File: src/rtl/index_decoder_pkg.sv
// Shared helpers for the index decoder: width functions and a popcount.
// Imported by index_decoder and onehot_decode.
package index_pkg;

    function automatic int idx_width(input int width);
        return (width > 1) ? $clog2(width) : 1;
    endfunction

    function automatic int cnt_width(input int width);
        return $clog2(width + 1);
    endfunction

    function automatic int unsigned popcount(input logic [63:0] v);
        int unsigned n;
        n = 0;
        for (int i = 0; i < 64; i++) begin
            n += {31'd0, v[i]};
        end
        return n;
    endfunction

endpackage

File: src/rtl/index_decoder_onehot_decode.sv
// Combinational binary-to-one-hot decoder; an index at or beyond WIDTH
// decodes to all zeros so callers can treat it as "no lane".
module onehot_decode
    import index_pkg::*;
#(
    parameter int WIDTH = 4,
    parameter int IDXW  = idx_width(WIDTH)
) (
    input  logic [IDXW-1:0]  idx,
    output logic [WIDTH-1:0] onehot
);

    always_comb begin
        onehot = '0;
        for (int i = 0; i < WIDTH; i++) begin
            onehot[i] = (IDXW'(i) == idx);
        end
    end

endmodule

File: src/rtl/index_decoder.sv
// Pending-slot tracker: binary set/clear requests update a pending vector,
// with one-hot echo of accepted sets, occupancy count and full/empty flags.
// Optional sticky err output is enabled by defining INDEX_DECODER_ERR_EN.
//
// Handshake: a set transfers on a rising edge where set_valid && set_ready;
// set_ready depends only on set_idx and registered state. Clears have no
// ready and are always accepted.
module index_decoder
    import index_pkg::*;
#(
    parameter int WIDTH = 4,
    localparam int IDXW = idx_width(WIDTH),
    localparam int CNTW = cnt_width(WIDTH)
) (
    input  logic             clk,
    input  logic             rst,
    input  logic             set_valid,
    input  logic [IDXW-1:0]  set_idx,
    output logic             set_ready,
    input  logic             clr_valid,
    input  logic [IDXW-1:0]  clr_idx,
    output logic [WIDTH-1:0] pend,
    output logic [WIDTH-1:0] onehot,
    output logic             onehot_valid,
    output logic [CNTW-1:0]  count,
    output logic             full,
`ifdef INDEX_DECODER_ERR_EN
    output logic             err,
`endif
    output logic             empty
);

    logic [WIDTH-1:0] set_mask;
    logic [WIDTH-1:0] clr_mask;
    logic [WIDTH-1:0] pend_next;
    logic [CNTW-1:0]  count_next;
    logic             set_acc;
    logic             clr_hit;

    onehot_decode #(.WIDTH(WIDTH), .IDXW(IDXW)) u_set_dec (
        .idx    (set_idx),
        .onehot (set_mask)
    );

    onehot_decode #(.WIDTH(WIDTH), .IDXW(IDXW)) u_clr_dec (
        .idx    (clr_idx),
        .onehot (clr_mask)
    );

    // An empty mask means out of range; that and an already-pending slot stall.
    assign set_ready = (|set_mask) && !(|(set_mask & pend));

    always_comb begin
        set_acc    = set_valid && set_ready;
        clr_hit    = clr_valid && (|(clr_mask & pend));
        pend_next  = pend;
        count_next = count;
        // Clear first, then set, so a same-index set/clear leaves the slot pending.
        if (clr_valid) begin
            pend_next = pend_next & ~clr_mask;
        end
        if (set_acc) begin
            pend_next = pend_next | set_mask;
        end
        if (set_acc && !clr_hit) begin
            count_next = count + CNTW'(1);
        end else if (!set_acc && clr_hit) begin
            count_next = count - CNTW'(1);
        end
    end

    always_ff @(posedge clk or posedge rst) begin
        if (rst) begin
            pend         <= '0;
            onehot       <= '0;
            onehot_valid <= 1'b0;
            count        <= '0;
            full         <= 1'b0;
            empty        <= 1'b1;
        end else begin
            pend         <= pend_next;
            onehot       <= set_acc ? set_mask : '0;
            onehot_valid <= set_acc;
            count        <= count_next;
            full         <= (count_next == CNTW'(WIDTH));
            empty        <= (count_next == '0);
        end
    end

`ifdef INDEX_DECODER_ERR_EN
    always_ff @(posedge clk or posedge rst) begin
        if (rst) begin
            err <= 1'b0;
        end else if ((set_valid && !(|set_mask)) ||
                     (clr_valid && !(|(clr_mask & pend)))) begin
            err <= 1'b1;
        end
    end
`endif

endmodule

File: config.mk
export PLATFORM = sky130hd
export DESIGN_NAME = index_decoder
export DESIGN_NICKNAME = d
export VERILOG_FILES = /design/src/rtl/index_decoder_pkg.sv /design/src/rtl/index_decoder_onehot_decode.sv /design/src/rtl/index_decoder.sv
export SDC_FILE = /design/constraint.sdc
export NUM_CORES = 1
export LEC_CHECK = 0
export CAP_MARGIN = 20
export CORE_MARGIN = 8
export CORE_UTILIZATION = 44
export CTS_CLUSTER_DIAMETER = 40
export DETAILED_ROUTE_END_ITERATION = 6
export PLACE_DENSITY = 0.8
export SETUP_SLACK_MARGIN = 0.5
export SYNTH_ARGS = -nofsm -noshare
export SYNTH_HDL_FRONTEND = slang
export SYNTH_SLANG_ARGS = --single-unit
File: constraint.sdc
create_clock -name clk -period 1.8 [get_ports clk]
set_input_delay 0.27 -clock clk [delete_from_list [all_inputs] [get_ports clk]]
set_output_delay 0.27 -clock clk [all_outputs]
set_load 0.05 [all_outputs]
Yosys cells after proc, flatten, opt, wreduce, memory -nomap -nowiden
Index checks and enable logic that the tools add are counted.
{ "totals": {"output_inout_bits": 15, "reg_bits": 14, "word_cells": 39, "inputBits": 8} }
{ "op_classes": {"n_eq_ne": 7, "add_sub_neg": 2, "n_reduce_logical": 14, "bitwise_logic": 5, "mux": 5} }
{ "op_table": {"columns": ["cell", "count"], "rows": [
  ["4-bit bitwise AND", 3],
  ["4-bit 2-to-1 mux", 3],
  ["4-bit OR reduction", 3],
  ["2-bit == test, first input constant", 4],
  ["3-bit 2-to-1 mux", 2],
  ["1-bit logical AND", 5],
  ["1-bit by 2-bit == test with 1-bit output, first input constant", 2],
  ["2-bit zero test", 2],
  ["4-bit NOT", 1],
  ["4-bit bitwise OR", 1],
  ["3-bit by 1-bit adder with 3-bit output, second input constant", 1],
  ["3-bit == test, second input constant", 1],
  ["1-bit zero test", 3],
  ["3-bit zero test", 1],
  ["3-bit by 1-bit subtractor with 3-bit output, second input constant", 1]
]} }

Logic depth before layout (Yosys ltp)
Gate-level depths: netlist of the first run.
{ "depth": {"depth_word": 11, "mapped_depth": 6, "mapped_depth_nobuf": 6} }

Hierarchy
A second synthesis of the first run with hierarchy kept.
{ "hier_totals": {"hier_cells": 68, "area_unflattened_um2": 737.0} }
{ "modules_own_cells": {"columns": ["module", "seq_area_each_um2", "instances", "area_per_inst_um2", "cells_each"], "rows": [
  ["index_decoder", 351.6, 1, 684.4, 60],
  ["onehot_decode", 0.0, 2, 26.3, 4]
]} }

Least setup slack after synthesis of the first run
OpenSTA, ideal clock, no wires.
{ "synth_path": {"path_type": "reg-to-output", "startpoint": "register pend[3]", "endpoint": "output set_ready", "path_slack_ps": -250, "stages_incl_launch_ff": 3, "t_arrival_ps": 1780, "required_ps": 1530, "cell_sequence": "dfrtp_1 -> mux2_2 -> mux2i_1"} }
{ "synth_between": {"elab_chain_cells": 4} }
{ "synth_rtl": {"columns": ["item", "line", "text"], "rows": [
  ["start, declared", "index_decoder.sv:22", "output logic [WIDTH-1:0] pend,"],
  ["start signal, assigned", "index_decoder.sv:81", "pend <= pend_next;"],
  ["4-bit bitwise AND", "index_decoder.sv:51", "assign set_ready = (|set_mask) && !(|(set_mask & pend));"],
  ["4-bit OR reduction", "index_decoder.sv:51", null],
  ["1-bit zero test", "index_decoder.sv:51", null],
  ["1-bit logical AND", "index_decoder.sv:51", null],
  ["end, declared", "index_decoder.sv:19", "output logic set_ready,"]
]} }
Every way passes these cells.

Final worst setup path of the first run
{ "layout_path": {"startpoint": "register pend[2]", "endpoint": "output set_ready"} }
The elaborated chain is that of the path after synthesis.

==> flow_summary_export.csv, run 1 <==
group,metric,value,unit
timing,finalMaxSlewViolations,0,
yosys,synth_top_area_frac,0.4545,
timing,grt_setup_unrepaired,"yes",
grt,antenna_found_initial,0,
clock_network,htree_num_levels,1,
yosys,ys_seq_area_frac,0.4913,
clock_network,clockBufferDepth,2,
drt,vias_per_cell,5.292,
final_layout,mostFrequentLayoutCell,"buf_4",
clock_network,cts.clk_slew.worst_paths,0.10,ns
yosys,synth-seq-cells,14,
power,cellLeakagePower,0.0005384,uW
clock_network,hold_buffers,0,
die,coreArea,0.001524,mm^2
final_layout,fin_nets,115,
yosys,syn_inst,65,
timing,finalCritPeriodShare,0.9407,
power,vdd.ir_drop.worst,0.001030,V
timing,finalSetupViolCount,0,
flow_run,drv_cap,0,
setup_path,crit_required,1.53,ns
timing,worst_pin_slew,0.5297,ns
die,die_x,56.33,um
yosys,synth_cell_types,24,
timing,fmax,590.6,MHz
drt,drt-pass1-iter-count,4,
grt,grt_overflow,0,
yosys,synth_top_area_cell,"dfrtp_1",
yosys,synth_area,715.7,um^2
final_layout,diodes,0,
timing,hold_ws,0.3084,ns
yosys,syn_nets,75,
drt,wl_per_cell,17.24,um
grt,grt_use_total,0.1206,
setup_path,critPathLaunchType,"flip-flop",
yosys,synth.area.top_cells,"dfrtp_1 45%, mux2i_1 8.4%, nand2b_1 4.4%",
timing,timing.final.hold_violations,0,
clock_network,insertion_delay,0.28,ns
drt,drt_iter0_markers,6,
setup_path,arrival,1.42,ns
clock_network,cts_inserted_buffers,3,
grt,grt_pass1_wl,3125,um
clock_network,cts_root_buf,"clkbuf_4",
drt,wirelength,2069,um
yosys,avgSynthCellArea,11.01,um^2
die,dieArea,0.003173,mm^2
die,row_count,14,
setup_path,path_class,"flip-flop to primary output",
drt,drtAntennaViolNets,0,
setup_path,worst_r2r_path_depth,6,
timing,timing.slew.headroom,0.6465,
setup_path,r2r_end,"empty$_DFF_PP1_",
power,p_total,1689,uW
yosys,yosysWarnings,0,
placed_design,io_buffer_count,22,
yosys,async_reset_ff_frac,1.000,
die,ios,23,
yosys,synth_edf_count,0,
grt,grt_max_degree,15,
setup_path,cp_max_fo,2,
final_layout,fin_area,0.001127,mm^2
setup_path,worstReg2RegStart,"pend[2]$_DFF_PP0_",
final_layout,layout_common_cells,"16 x buf_4, 7 x dfrtp_1, 6 x inv_1, 6 x dfrtp_2",
final_layout,layout-drive-gt1-share,0.4423,
timing,fin_skew,0.01480,ns
drt,vias,635,
placed_design,gp_congestion,0.8393,
final_layout,n_fill_cell,112,
die,die_h,56.33,um
clock_network,tritoncts,"built",
setup_path,critPathCaptureType,"primary output",
power,powerDensity,1498,mW/mm^2
clock_network,cts.sinks,14,
yosys,synth_flop_cell,"dfrtp_1",
final_layout,areaGrowthSynthToFinish,57.52,%
placed_design,placed_area,0.001037,mm^2
drt,drc,0,
setup_path,reg2reg_slack,0.12,ns
timing,period_needed,1.693,ns
die,initial_core_util,0.4696,
grt,grt_pass1_vias,685,
hold_path,hold_class,"input port to async pin",
placed_design,hpwlAfterDp,1357,um
status,status,"finished, final reports clean",
[per-layer routing]
layer  track usage  wire, um  vias to the layer above  part of all wire
li1              -         -                      301                 -
met1        0.1202       773                      301              0.37
met2        0.2187      1101                       27              0.53
met3       0.04719       147                        6             0.071
met4       0.04467        45                        0             0.022
met5             0         0                        -                 0
[kinds of logic after synthesis]
| family | synth area share |
|---|---|
| AOI/OAI and AO/OA | 0.1136 |
| xor gates and xnor gates | 0.01224 |
| adders and majority gates | 0.03496 |
| buffers and inverters | 0.03147 |
| DFF | 0.4913 |
| muxes | 0.1364 |
| and+or+nand+nor | 0.1801 |
[stage by stage]
stage	util	std cells	setup slack (ns)	TNS, ns
floorplan	-	65	0.1283	0
global placement	0.6806	111	-0.2375	-1.081
detailed placement	0.6806	111	-0.2989	-1.446
CTS	0.7282	120	0.1237	0
global route	0.7397	120	0.04835	0
finish	0.7397	120	0.1067	0
[where the power goes]
part	switching (uW)	internal, uW
logic	591	412
registers	75.9	414
clock network	111	85.8
total	778	911
[worst max path at each step]
stage / from / endpoint / slack (ns) / depth (start not counted)
final: pend[2]$_DFF_PP0_ / set_ready / 0.11 / 4
after global routing: pend[2]$_DFF_PP0_ / empty$_DFF_PP1_ / 0.05 / 6
after CTS: pend[2]$_DFF_PP0_ / set_ready / 0.12 / 4
after detailed placement: set_idx[0] / empty$_DFF_PP1_ / -0.30 / 6
after global placement: set_idx[0] / empty$_DFF_PP1_ / -0.24 / 6
after floorplan: pend[0]$_DFF_PP0_ / empty$_DFF_PP1_ / 0.13 / 5
[cells in the mapped netlist (2+ instances only)]
cell,instances
dfrtp_1,13
inv_1,6
mux2i_1,6
nand2b_1,5
nor2_1,4
nor3_1,4
nor3b_1,4
o21ai_0,3
ha_1,2
mux2_2,2
nand2_1,2
o21bai_1,2
[critical path: stages (launching register included)]
cell and delay, ns:
dfrtp_2 0.42, mux2_4 0.28, buf_6 0.12, mux2i_4 0.16, buf_12 0.16
[repair_timing]
| item | in CTS | in global routing |
|---|---|---|
| resized for setup | 21 | 8 |
| buffers inserted | 5 | 0 |
| pin swaps | 1 | 0 |
| setup endpoints to repair | 12 | 10 |
[registers in the layout, indices dropped and copies added (netlist names)]
| register | cells |
|---|---|
| onehot | 4 |
| pend | 4 |
| count | 3 |
| empty | 1 |
| full | 1 |
| onehot_valid | 1 |
[area by class of cell]
cell class	count	area (um^2)	share of cell area
clock buffers	4	26.28	0.02331
inverters	6	22.52	0.01998
multi-input cells	45	370.4	0.3285
repair buffers	35	329.1	0.2919
well taps	16	20.02	0.01776
flip-flops and latches	14	359.1	0.3185
(Power assumes the default switching activity.)
==> inputs of run 2 (changes only) <==
REMOVE_ABC_BUFFERS = 1   (was unset)
==> run 2 against run 1 <==
  * Sequential power down 3%
  * Sequential share of layout area down 0.056 points
  * Flip-flop and latch count unchanged
  * Worst setup slack better by 0.049 ns
  * Worst hold slack better by 0.018 ns
  * First-iteration DRC count down 17%
==> flow_summary_export.csv, run 2 (same netlist as run 1, synthesis figures left out) <==
group,metric,value,unit
status,status,"finished, final reports clean",
final_layout,mostFrequentLayoutCell,"buf_4",
die,initial_core_util,0.4696,
grt,grt_use_total,0.1002,
timing,timing.final.hold_violations,0,
setup_path,reg2reg_slack,0.16,ns
timing,finalCritPeriodShare,0.9133,
grt,grt_pass1_vias,566,
setup_path,critPathLaunchType,"flip-flop",
timing,period_needed,1.644,ns
power,power.internal,898.7,uW
timing,grt_setup_unrepaired,"yes",
final_layout,fin_nets,113,
grt,grt_max_degree,15,
drt,drt_iter0_markers,5,
grt,grt_util_met1,0.1237,
power,clock_power_share,0.106,
final_layout,diodes,0,
setup_path,worstReg2RegStart,"pend[0]$_DFF_PP0_",
drt,drc,0,
power,powerDensity,1472,mW/mm^2
drt,vias_per_cell,4.949,
power,switchingPower,740.6,uW
grt,use_met2,0.1490,
placed_design,hpwlAfterDp,1265,um
drt,vias,584,
grt,grt_pass1_wl,2615,um
grt,grt_busiest_layer,"met2",
power,vdd.ir_drop.worst,0.001078,V
timing,worst_pin_slew,0.5122,ns
placed_design,gp_congestion,0.8606,
die,ios,23,
die,row_count,14,
setup_path,worst_r2r_path_depth,5,
final_layout,layout-drive-gt1-share,0.4020,
timing,fin_skew,0.01285,ns
power,p_comb_frac,0.603,
die,die_h,56.33,um
setup_path,path_class,"flip-flop to flip-flop",
power,p_total,1639,uW
grt,use_met3,0.04494,
power,switching_share,0.4518,
power,pwr-share-seq,0.290,
timing,finalSetupViolCount,0,
final_layout,top_regs,"onehot: 4 flops, pend: 4 flops, count: 3 flops",
drt,drtAntennaViolNets,0,
clock_network,clockBufferDepth,2,
setup_path,crit_required,2.01,ns
setup_path,cp_max_fo,6,
clock_network,cts.clk_slew.worst_paths,0.08,ns
hold_path,hold_class,"input port to async pin",
timing,timing.slew.headroom,0.6581,
clock_network,htree_num_levels,1,
setup_path,r2r_end,"empty$_DFF_PP1_",
power,cellLeakagePower,0.0005382,uW
drt,drt-pass1-iter-count,4,
clock_network,hold_buffers,0,
timing,finalMaxSlewViolations,0,
clock_network,cts_root_buf,"clkbuf_4",
die,die_x,56.33,um
clock_network,tritoncts,"built",
placed_design,io_buffer_count,22,
grt,antenna_found_initial,0,
drt,wirelength,1615,um
grt,grt_overflow,0,
setup_path,critPathCaptureType,"flip-flop",
die,dieArea,0.003173,mm^2
clock_network,cts_inserted_buffers,3,
timing,hold_ws,0.3262,ns
clock_network,insertion_delay,0.27,ns
final_layout,layout_common_cells,"17 x buf_4, 11 x dfrtp_1, 6 x inv_1, 6 x clkdlybuf4s15_2",
die,coreArea,0.001524,mm^2
timing,fmax,608.3,MHz
flow_run,drv_cap,0,
drt,wl_per_cell,13.69,um
clock_network,cts.sinks,14,
final_layout,areaGrowthSynthToFinish,55.59,%
setup_path,arrival,1.85,ns
run 2: final cells by class:
cell class,count,area (um^2)
inverter,6,22.52
sequential,14,354.1
clock buffer,4,26.28
tap,16,20.02
multi-input combinational,45,385.4
fill,99,410.4
timing repair buffer,33,305.3
run 2: power groups by stage:
stage / logic [uW] / registers (uW) / clock network, uW
6_report: 989 / 476 / 175
5_1_grt: 1050 / 491 / 198
4_1_cts: 962 / 477 / 182
3_5_place_dp: 906 / 487 / 0
3_3_place_gp: 888 / 485 / 0
2_1_floorplan: 329 / 770 / 0
run 2: critical path, cell delays in order, from the launching register on:
cell	delay [ns]
dfrtp_1	0.38
mux2_4	0.30
o22ai_4	0.26
mux2i_1	0.13
mux2_4	0.28
o21ba_1	0.21
run 2: how the worst max path moves through the flow:
| stage | depth (start not counted) | endpoint | start |
|---|---|---|---|
| after floorplan | 2 | set_ready | pend[3]$_DFF_PP0_ |
| after global placement | 6 | full$_DFF_PP0_ | set_idx[0] |
| after detailed placement | 6 | empty$_DFF_PP1_ | set_idx[0] |
| after CTS | 5 | empty$_DFF_PP1_ | pend[0]$_DFF_PP0_ |
| after global routing | 5 | empty$_DFF_PP1_ | pend[1]$_DFF_PP0_ |
| final | 5 | empty$_DFF_PP1_ | pend[0]$_DFF_PP0_ |
run 2: routing by layer:
layer  share of wire  up-vias  routed length [um]
li1                -      296                   -
met1            0.44      267                 718
met2            0.46       21                 747
met3           0.092        0                 149
met4               0        0                   0
met5               0        -                   0
run 2: stage by stage:
stage | instance area, um^2 | cells | TNS [ns] | utilization | setup slack [ns]
after floorplan | 715.7 | 65 | -0.2767 | - | -0.2497
after global placement | 998.5 | 110 | -1.148 | 0.6552 | -0.2484
after detailed placement | 998.5 | 110 | -1.400 | 0.6552 | -0.3033
after CTS | 1075 | 116 | 0 | 0.7053 | 0.1737
after global routing | 1114 | 118 | 0 | 0.7307 | 0.07573
final | 1114 | 118 | 0 | 0.7307 | 0.1561
run 2: repair_timing:
item,CTS,global route
setup buffers,2,2
pin swaps,3,2
setup endpoints to repair,12,8
resized for setup,27,6
